===== config.mk =====
export PLATFORM = sky130hd
export DESIGN_NAME = im_addr_sequencer
export DESIGN_NICKNAME = d
export VERILOG_FILES = /design/src/rtl/im_addr_sequencer.sv
export SDC_FILE = /design/constraint.sdc
export NUM_CORES = 1
export LEC_CHECK = 0
export CAP_MARGIN = 0
export CELL_PAD_IN_SITES_DETAIL_PLACEMENT = 1
export CELL_PAD_IN_SITES_GLOBAL_PLACEMENT = 2
export CORE_ASPECT_RATIO = 0.5
export CORE_MARGIN = 2
export CORE_UTILIZATION = 32
export DETAILED_ROUTE_END_ITERATION = 7
export PLACE_DENSITY = 0.81
export SLEW_MARGIN = 15
export SYNTH_ARGS = -nofsm -noshare
export SYNTH_HDL_FRONTEND = slang
export SYNTH_SLANG_ARGS = --single-unit
export TNS_END_PERCENT = 50

===== constraint.sdc =====
create_clock -name clk_i -period 11.54 [get_ports clk_i]
set_input_delay 1.154 -clock clk_i [delete_from_list [all_inputs] [get_ports clk_i]]
set_output_delay 1.154 -clock clk_i [all_outputs]
set_load 0.05 [all_outputs]

===== src/rtl/im_addr_sequencer.sv =====
// Multi-channel strided item-memory address generator.
// Each channel runs an independent IDLE/RUN sequencer with a valid/ready address port.
module im_addr_sequencer #(
  parameter int unsigned CsrDataWidth = 32,
  parameter int unsigned NumTotIm     = 1024,
  parameter int unsigned NumCh        = 2,
  parameter int unsigned ImAddrWidth  = $clog2(NumTotIm)
) (
  input  logic                                    clk_i,
  input  logic                                    rst_ni,
  input  logic                                    en_i,
  input  logic [NumCh-1:0]                        clr_i,
  input  logic [NumCh-1:0]                        start_i,
  input  logic [NumCh-1:0]                        mode_i,
  input  logic [NumCh-1:0][CsrDataWidth-1:0]      start_count_i,
  input  logic [NumCh-1:0][CsrDataWidth-1:0]      stride_i,
  input  logic [NumCh-1:0][CsrDataWidth-1:0]      max_count_i,
  input  logic [NumCh-1:0][CsrDataWidth-1:0]      repeat_i,
  output logic [NumCh-1:0][ImAddrWidth-1:0]       addr_o,
  output logic [NumCh-1:0]                        addr_valid_o,
  input  logic [NumCh-1:0]                        addr_ready_i,
  output logic [NumCh-1:0]                        last_o,
  output logic [NumCh-1:0]                        done_o,
  output logic                                    busy_o
);

  // state   | meaning
  // ST_IDLE | no sequence active, outputs quiet
  // ST_RUN  | presenting r_addr, advancing on each handshake
  typedef enum logic {ST_IDLE = 1'b0, ST_RUN = 1'b1} state_e;

  state_e                  r_state  [NumCh];
  logic [ImAddrWidth-1:0]  r_addr   [NumCh];
  logic [ImAddrWidth-1:0]  r_start  [NumCh];
  logic [ImAddrWidth-1:0]  r_stride [NumCh];
  logic [CsrDataWidth-1:0] r_idx    [NumCh];
  logic [CsrDataWidth-1:0] r_len    [NumCh];
  logic [CsrDataWidth-1:0] r_pass   [NumCh];
  logic [CsrDataWidth-1:0] r_rep    [NumCh];
  logic [NumCh-1:0]        r_mode;
  logic [NumCh-1:0]        r_done;

  logic [NumCh-1:0]        w_run;
  logic [NumCh-1:0]        w_hs;
  logic [NumCh-1:0]        w_end;
  logic                    w_unused_cfg;

  always_comb begin
    w_run        = '0;
    w_hs         = '0;
    w_end        = '0;
    w_unused_cfg = 1'b0;
    for (int c = 0; c < NumCh; c++) begin
      w_run[c]     = (r_state[c] == ST_RUN);
      w_hs[c]      = w_run[c] & addr_ready_i[c];
      w_end[c]     = (r_idx[c] == r_len[c] - CsrDataWidth'(1));
      w_unused_cfg = w_unused_cfg ^ (^start_count_i[c][CsrDataWidth-1:ImAddrWidth])
                                  ^ (^stride_i[c][CsrDataWidth-1:ImAddrWidth]);
    end
  end

  always_ff @(posedge clk_i or negedge rst_ni) begin
    if (!rst_ni) begin
      r_mode <= '0;
      r_done <= '0;
      for (int c = 0; c < NumCh; c++) begin
        r_state[c]  <= ST_IDLE;
        r_addr[c]   <= '0;
        r_start[c]  <= '0;
        r_stride[c] <= '0;
        r_idx[c]    <= '0;
        r_len[c]    <= '0;
        r_pass[c]   <= '0;
        r_rep[c]    <= '0;
      end
    end else begin
      for (int c = 0; c < NumCh; c++) begin
        r_done[c] <= 1'b0;
        if (!en_i) begin
          r_state[c]  <= ST_IDLE;
          r_addr[c]   <= '0;
          r_start[c]  <= '0;
          r_stride[c] <= '0;
          r_idx[c]    <= '0;
          r_len[c]    <= '0;
          r_pass[c]   <= '0;
          r_rep[c]    <= '0;
          r_mode[c]   <= 1'b0;
        end else if (clr_i[c]) begin
          r_state[c] <= ST_IDLE;
        end else if (start_i[c]) begin
          // zero length / repeat count behave as one
          r_state[c]  <= ST_RUN;
          r_start[c]  <= start_count_i[c][ImAddrWidth-1:0];
          r_stride[c] <= stride_i[c][ImAddrWidth-1:0];
          r_len[c]    <= (max_count_i[c] == '0) ? CsrDataWidth'(1) : max_count_i[c];
          r_rep[c]    <= (repeat_i[c] == '0) ? CsrDataWidth'(1) : repeat_i[c];
          r_mode[c]   <= mode_i[c];
          r_addr[c]   <= start_count_i[c][ImAddrWidth-1:0];
          r_idx[c]    <= '0;
          r_pass[c]   <= '0;
        end else if (w_hs[c]) begin
          if (!w_end[c]) begin
            r_idx[c]  <= r_idx[c] + CsrDataWidth'(1);
            r_addr[c] <= r_addr[c] + r_stride[c];
          end else if (r_mode[c]) begin
            r_idx[c]  <= '0;
            r_addr[c] <= r_start[c];
          end else if (r_pass[c] != r_rep[c] - CsrDataWidth'(1)) begin
            r_idx[c]  <= '0;
            r_addr[c] <= r_start[c];
            r_pass[c] <= r_pass[c] + CsrDataWidth'(1);
          end else begin
            r_state[c] <= ST_IDLE;
            r_done[c]  <= 1'b1;
          end
        end
      end
    end
  end

  always_comb begin
    addr_o       = '0;
    addr_valid_o = '0;
    last_o       = '0;
    for (int c = 0; c < NumCh; c++) begin
      addr_o[c]       = w_run[c] ? r_addr[c] : '0;
      addr_valid_o[c] = w_run[c];
      last_o[c]       = w_run[c] & w_end[c];
    end
  end

  assign done_o = r_done;
  assign busy_o = |w_run;

endmodule

==> results of run 1 <==
[sequential cells by signal, summed over array words and instances (netlist names)]
register,cells
addr_valid_o,2
done_o,2
r_addr,20
r_idx,64
r_len,64
r_mode,2
r_pass,64
r_rep,64
r_start,20
r_stride,20
[worst min path at each step]
stage / endpoint / slack [ns] / cells past startpoint
finish: r_start[6] / 0.50 / 1
floorplan: r_start[3] / 0.47 / 1
detailed placement: r_start[7] / 0.49 / 1
CTS: r_start[7] / 0.51 / 1
global placement: r_start[4] / 0.48 / 1
global route: r_start[12] / 0.52 / 1
[cell usage after synthesis, drive strengths merged (26+ instances only)]
| library cell | instances | area, µm² |
|---|---|---|
| nor4 | 86 | 563 |
| nand3 | 71 | 355 |
| xor2 | 57 | 499 |
| and2 | 28 | 175 |
| and3 | 47 | 294 |
| nand2b | 27 | 169 |
| nor2 | 103 | 387 |
| a22o | 158 | 1380 |
| nor3 | 62 | 310 |
| inv | 55 | 206 |
| mux2i | 41 | 410 |
| xnor2 | 120 | 1050 |
| a31oi | 37 | 231 |
| dfrtp | 322 | 8060 |
| a21oi | 83 | 419 |
| ha | 26 | 325 |
| buf | 32 | 199 |
| or4 | 51 | 394 |
| o31ai | 37 | 278 |
| o21ai | 126 | 631 |
| nand2 | 155 | 582 |
| nand4 | 52 | 325 |
| or3 | 48 | 300 |
| clkbuf | 102 | 383 |
[power breakdown]
group	switching, mW	total [mW]	internal (mW)
registers	0.0546	1.22	1.17
logic	0.305	0.540	0.235
clock network	0.512	1.27	0.761
[critical path, delay by kind of cell (launching register included)]
family | cells | cell delay, ns
buffers and inverters | 1 | 0.81
flip-flops | 1 | 0.45
AND/OR/NAND/NOR | 7 | 3.15
AO/OA/AOI/OAI | 1 | 0.17
[per-stage QoR]
| stage | power [mW] | cells | util | setup WS, ns |
|---|---|---|---|---|
| after floorplan | 1.57 | 2211 | - | 6.47 |
| after global placement | 1.77 | 3141 | 0.367 | 5.90 |
| after detailed placement | 1.78 | 3141 | 0.367 | 5.85 |
| after CTS | 3.08 | 3206 | 0.387 | 5.27 |
| after global routing | 3.19 | 3209 | 0.387 | 4.96 |
| final | 3.03 | 3209 | 0.387 | 5.26 |
[cell type report]
cell class	count	share of cell area
sequential	322	0.330
multi-input combinational	1698	0.473
clock inverter	17	0.00970
antenna	3	0.000308
tap	837	0.0429
inverter	57	0.00877
timing repair buffer	227	0.0911
clock buffer	48	0.0434
[cells by family (layout without fill, tap and decap cells)]
group | count (synthesis) | in the layout | share of synthesized area
AND/OR/NAND/NOR | 825 | 825 | 0.228
AO/OA/AOI/OAI | 617 | 617 | 0.216
flip-flops | 322 | 322 | 0.396
buffers and inverters | 191 | 349 | 0.0392
XOR/XNOR | 177 | 177 | 0.0763
multiplexers | 50 | 50 | 0.0252
adder cells (fa/ha/maj) | 29 | 29 | 0.0185
other | 0 | 3 | 0
[per-layer routing]
metal | wire length [µm] | part of all wire | GRT usage
met5 | 0 | 0 | 0
met4 | 989 | 0.015 | 0.0397
met3 | 1850 | 0.029 | 0.0256
met2 | 32100 | 0.50 | 0.342
met1 | 29600 | 0.46 | 0.257
[placed cells by master, fill, tap and decap left out, types with 37 or more instances in the layout]
cell	n
nand3_1	71
a21oi_1	81
clkdlybuf4s50_1	204
xnor2_1	120
nor3_1	62
or3_1	48
o21ai_0	120
nand4_1	52
xor2_1	57
and3_1	45
mux2i_1	41
nor4_1	82
or4_1	48
clkbuf_16	38
a22o_1	158
a31oi_1	37
dfrtp_1	322
nand2_1	155
nor2_1	103
o31ai_1	37
inv_1	54
==> results.tsv, run 1 <==
metric	value	unit
CTS tree	built	
worst slew pin tran	1.15	ns
area of the multi-input gates	11500	µm²
clk sinks	322	
CP startpoint kind	register	
FF-to-FF End	r_addr[10]	
status	finished clean	
largest net degree at the start of global routing	93	
wire length per cell	20.1	µm
global-route wire length before repair	105000	µm
Post-Syn Instances	2211	
initial antenna violation count	3	
Layout Area Growth over Synthesis	20.0	%
asr flop ratio synth	1.00	
ys flop type	dfrtp_1	
Data required, critical path	10.39	ns
TNS Setup	0	ns
power per cell area	124	nW/µm²
design area	24400	µm²
Seq/Total Area, Yosys	0.396	
max incr delay on CP	0.81	ns
placed cell areas	23100	µm²
R2R cell count	11	
worst reg2reg path startpoint	r_rep[37]	
Lkg Pwr	9.94	nW
yosys warns	0	
Initial Util	0.323	
die height	182	µm
final WL	64600	µm
CTS Hold Bufs	0	
WP data arrival	5.12	ns
Critical Path, Cell by Cell	nor3_1 > nand4_1 > or3_1 > or3b_2 > nand3b_1 > o211ai_1 > or4b_2 > nor2_1 > clkdlybuf4s50_1	
Mapped Nets	2506	
die area	65700	µm²
# port buffers	205	
Synth cell types	85	
DRC violation total after the first TritonRoute iteration	982	
io pins	294	
worst min path class	register to register	
fillers	7260	
DR vias	18200	
vias in the first global route	18800	
postcts setup bufs	0	
Rows	65	
crit-path max FO	9	
Worst setup startpoint	r_len[8]	
period utilization	0.544	
crit path time final	6.28	ns
register area	8060	µm²
Initial DRT Pass Iterations	5	
CP endpoint	last_o[1]	
share of layout cells above drive strength 1	0.0583	
CTS Buf Count	36	
CTS root buf	clkbuf_16	
NumNets Final	2637	
GR Overflow Total	0	
drc violations	0	
Post-Syn Area	20300	µm²
GRT Util Overall	0.195	
routed vias/inst	5.68	
RSZ-0062 raised after global routing	no	
clk buf depth	3	
DIE WIDTH	360	µm
final setup fails	0	
H-tree depth	2	
Peak VDD IR	0.0913	mV
maxcap violations	0	
FF+latch count, synth	322	
max frequency	159	MHz
Final Max Tran Viols	0	
Core Footprint	62900	µm²
Clk pin slew, worst setup/hold paths	0.06	ns
Layout Skew	0.0153	ns
clk_lat worst skew	0.55	ns
r2r setup slk	6.01	ns
Final Wtd Congestion	0.835	
post-route ant nets	0	
CP max stage cell	clkdlybuf4s50_1	
CTS resizes	0	
hold path startpoint	r_start[6]	
endpoint class of the critical path	primary output	
Avg Cell Area, Syn	9.19	µm²
Final Hold Vio Count	0	
Post-synth EDFFs	0	
WHS	0.499	ns
crit path kind	register to primary output	
Slew HR	0.228	
DP HPWL	46400	µm
(Power assumes the default switching activity.)
==> run 2: changes to the inputs <==
Settings changed: CORE_UTILIZATION 32 to 31, PLACE_DENSITY 0.81 to 0.82.
Clock period 11.54 ns to 5.16 ns, I/O delays scaled along.
==> run 2 against run 1 <==
Final cell count rose by 2.1%. Clock power rose by 110%. Non-clock buffer count rose by 21. Routed wire length rose by 0.90%. Die area rose by 3.2%. Utilization fell by 0.89 points. Global-route usage fell by 0.55 points. Worst setup slack got worse by 5.0 ns. Cell area rose by 0.74%. Total power rose by 120%. Worst hold slack got worse by 0.47 ns. Critical path depth did not move. Largest cell class unchanged.
==> results.tsv, run 2 (same netlist as run 1, synthesis figures left out) <==
metric	value	unit	change
clk buf depth	3		unchanged
crit path time final	4.92	ns	
Initial Util	0.313		was 0.323
initial antenna violation count	5		was 3
H-tree depth	2		unchanged
Clk pin slew, worst setup/hold paths	0.06	ns	about the same
cell family with most CP delay	simple AND/OR/NAND/NOR gates		unchanged
final setup fails	0		unchanged
placed cell areas	23300	µm²	was 23100 µm²
Final Max Tran Viols	0		unchanged
DRC violation total after the first TritonRoute iteration	904		was 982
final WL	65200	µm	was 64600 µm
Final Wtd Congestion	0.856		was 0.835
Layout Skew	0.0234	ns	was 0.0153 ns
Rows	66		was 65
endpoint class of the critical path	primary output		unchanged
max frequency	203	MHz	
RSZ-0062 raised after global routing	no		unchanged
DIE WIDTH	366	µm	was 360 µm
status	finished clean		unchanged
vias in the first global route	18800		about the same
register area	8060	µm²	unchanged
largest net degree at the start of global routing	113		was 93
clk sinks	322		unchanged
clk_lat worst skew	0.55	ns	about the same
fillers	7448		was 7260
Core Footprint	64900	µm²	was 62900 µm²
WHS	0.0243	ns	was 0.499 ns
Peak VDD IR	0.186	mV	was 0.0913 mV
routed vias/inst	5.57		was 5.68
Slew HR	0.241		was 0.228
share of layout cells above drive strength 1	0.0670		was 0.0583
WP data arrival	4.40	ns	was 5.12 ns
post-route ant nets	0		unchanged
design area	24600	µm²	was 24400 µm²
global-route wire length before repair	104000	µm	was 105000 µm
worst min path class	input pin to asynchronous set/reset pin		was register to register
wire length per cell	19.9	µm	was 20.1 µm
Lkg Pwr	10.0	nW	was 9.94 nW
CTS root buf	clkbuf_16		unchanged
CP max stage cell	or4_4		was clkdlybuf4s50_1
Initial DRT Pass Iterations	4		was 5
Critical Path, Cell by Cell	or4_4 > or3_1 > or4_4 > mux2i_1 > mux2i_1 > o21ai_1 > or4_4 > nor2_1 > dlygate4sd2_1		was nor3_1 > nand4_1 > or3_1 > or3b_2 > nand3b_1 > o211ai_1 > or4b_2 > nor2_1 > clkdlybuf4s50_1
Final Hold Vio Count	0		unchanged
period utilization	0.953		
Layout Area Growth over Synthesis	20.9	%	was 20.0%
crit-path max FO	12		was 9
commonest non-fill, non-tap cells in the layout	dfrtp_1 (322), clkdlybuf4s50_1 (202), a22o_1 (158)		was dfrtp_1 (322), clkdlybuf4s50_1 (204), a22o_1 (158)
power per cell area	272	nW/µm²	was 124 nW/µm²
die area	67800	µm²	was 65700 µm²
commonest non-fill, non-tap cell in the layout	dfrtp_1		unchanged
Data required, critical path	4.64	ns	was 10.39 ns
io pins	294		unchanged
worst slew pin tran	1.14	ns	was 1.15 ns
DP HPWL	47500	µm	was 46400 µm
maxcap violations	0		unchanged
area of the multi-input gates	11600	µm²	was 11500 µm²
CTS Buf Count	35		was 36
NumNets Final	2657		was 2637
CTS Hold Bufs	0		unchanged
CP startpoint kind	register		unchanged
max incr delay on CP	0.70	ns	was 0.81 ns
GR Overflow Total	0		unchanged
TNS Setup	0	ns	unchanged
crit path kind	register to primary output		unchanged
most used cell, CP	or4_4		
# port buffers	205		unchanged
GRT Util Overall	0.189		was 0.195
Bufs and invs on worst path	1		unchanged
CTS tree	built		unchanged
drc violations	0		unchanged
die height	185	µm	was 182 µm
DR vias	18300		was 18200
[run 2: final cells by class]
class | count | area share
sequential | 322 | 0.328
clock inverter | 15 | 0.00723
timing repair buffer | 248 | 0.0982
inverter | 57 | 0.00871
multi-input combinational | 1698 | 0.471
clock buffer | 48 | 0.0418
antenna | 5 | 0.000509
tap | 884 | 0.0450
[run 2: metal layers]
metal	GRT usage	vias up	routed length [µm]
li1	-	8699	-
met1	0.246	9277	30000
met2	0.331	205	32000
met3	0.0261	79	1700
met4	0.0502	0	1460
met5	0	-	0
[run 2: worst register-to-register path: stages (launching register included)]
cell,delay [ns]
dfrtp_1,0.48
or4_4,0.63
or3_1,0.39
or4_4,0.53
mux2i_1,0.14
mux2i_1,0.16
o21ai_1,0.15
or4_4,0.70
buf_4,0.25
o21a_1,0.22
buf_12,0.18
or4_1,0.55
a21oi_1,0.17
[run 2: final timing paths]
kind | slack (ns) | depth (start not counted) | endpoint | start
setup / recovery | 0.24 | 9 | last_o[0] | r_len[36]
hold / removal | 0.02 | 1 | r_idx[15] | rst_ni
setup reg to reg | 0.53 | 12 | r_pass[54] | r_len[36]
hold reg to reg | 0.51 | 1 | r_start[1] | r_start[1]
max in group asynchronous | 3.77 | 2 | r_rep[4] | rst_ni
min in group clk_i | 0.51 | 1 | r_start[1] | r_start[1]
[run 2: what timing repair did]
item | 4_1_cts | 5_1_grt
buffers inserted | 0 | 0
cloned | 0 | 0
endpoints found under the setup margin | 1 | 2
gates resized for setup | 2 | 4
[run 2: where the power goes]
group	total [mW]	switching, mW	internal, mW
combinational	1.24	0.691	0.545
clock	2.72	1.12	1.60
sequential	2.73	0.122	2.61
[run 2: per-stage QoR]
step                power, mW  cells  setup slack (ns)   util
detailed placement       4.01   3209             0.471  0.359
global route             7.01   3277            0.0346  0.379
CTS                      6.77   3272            0.0818  0.378
floorplan                3.50   2211             0.727      -
global placement         3.98   3209             0.549  0.359
finish                   6.68   3277             0.245  0.379
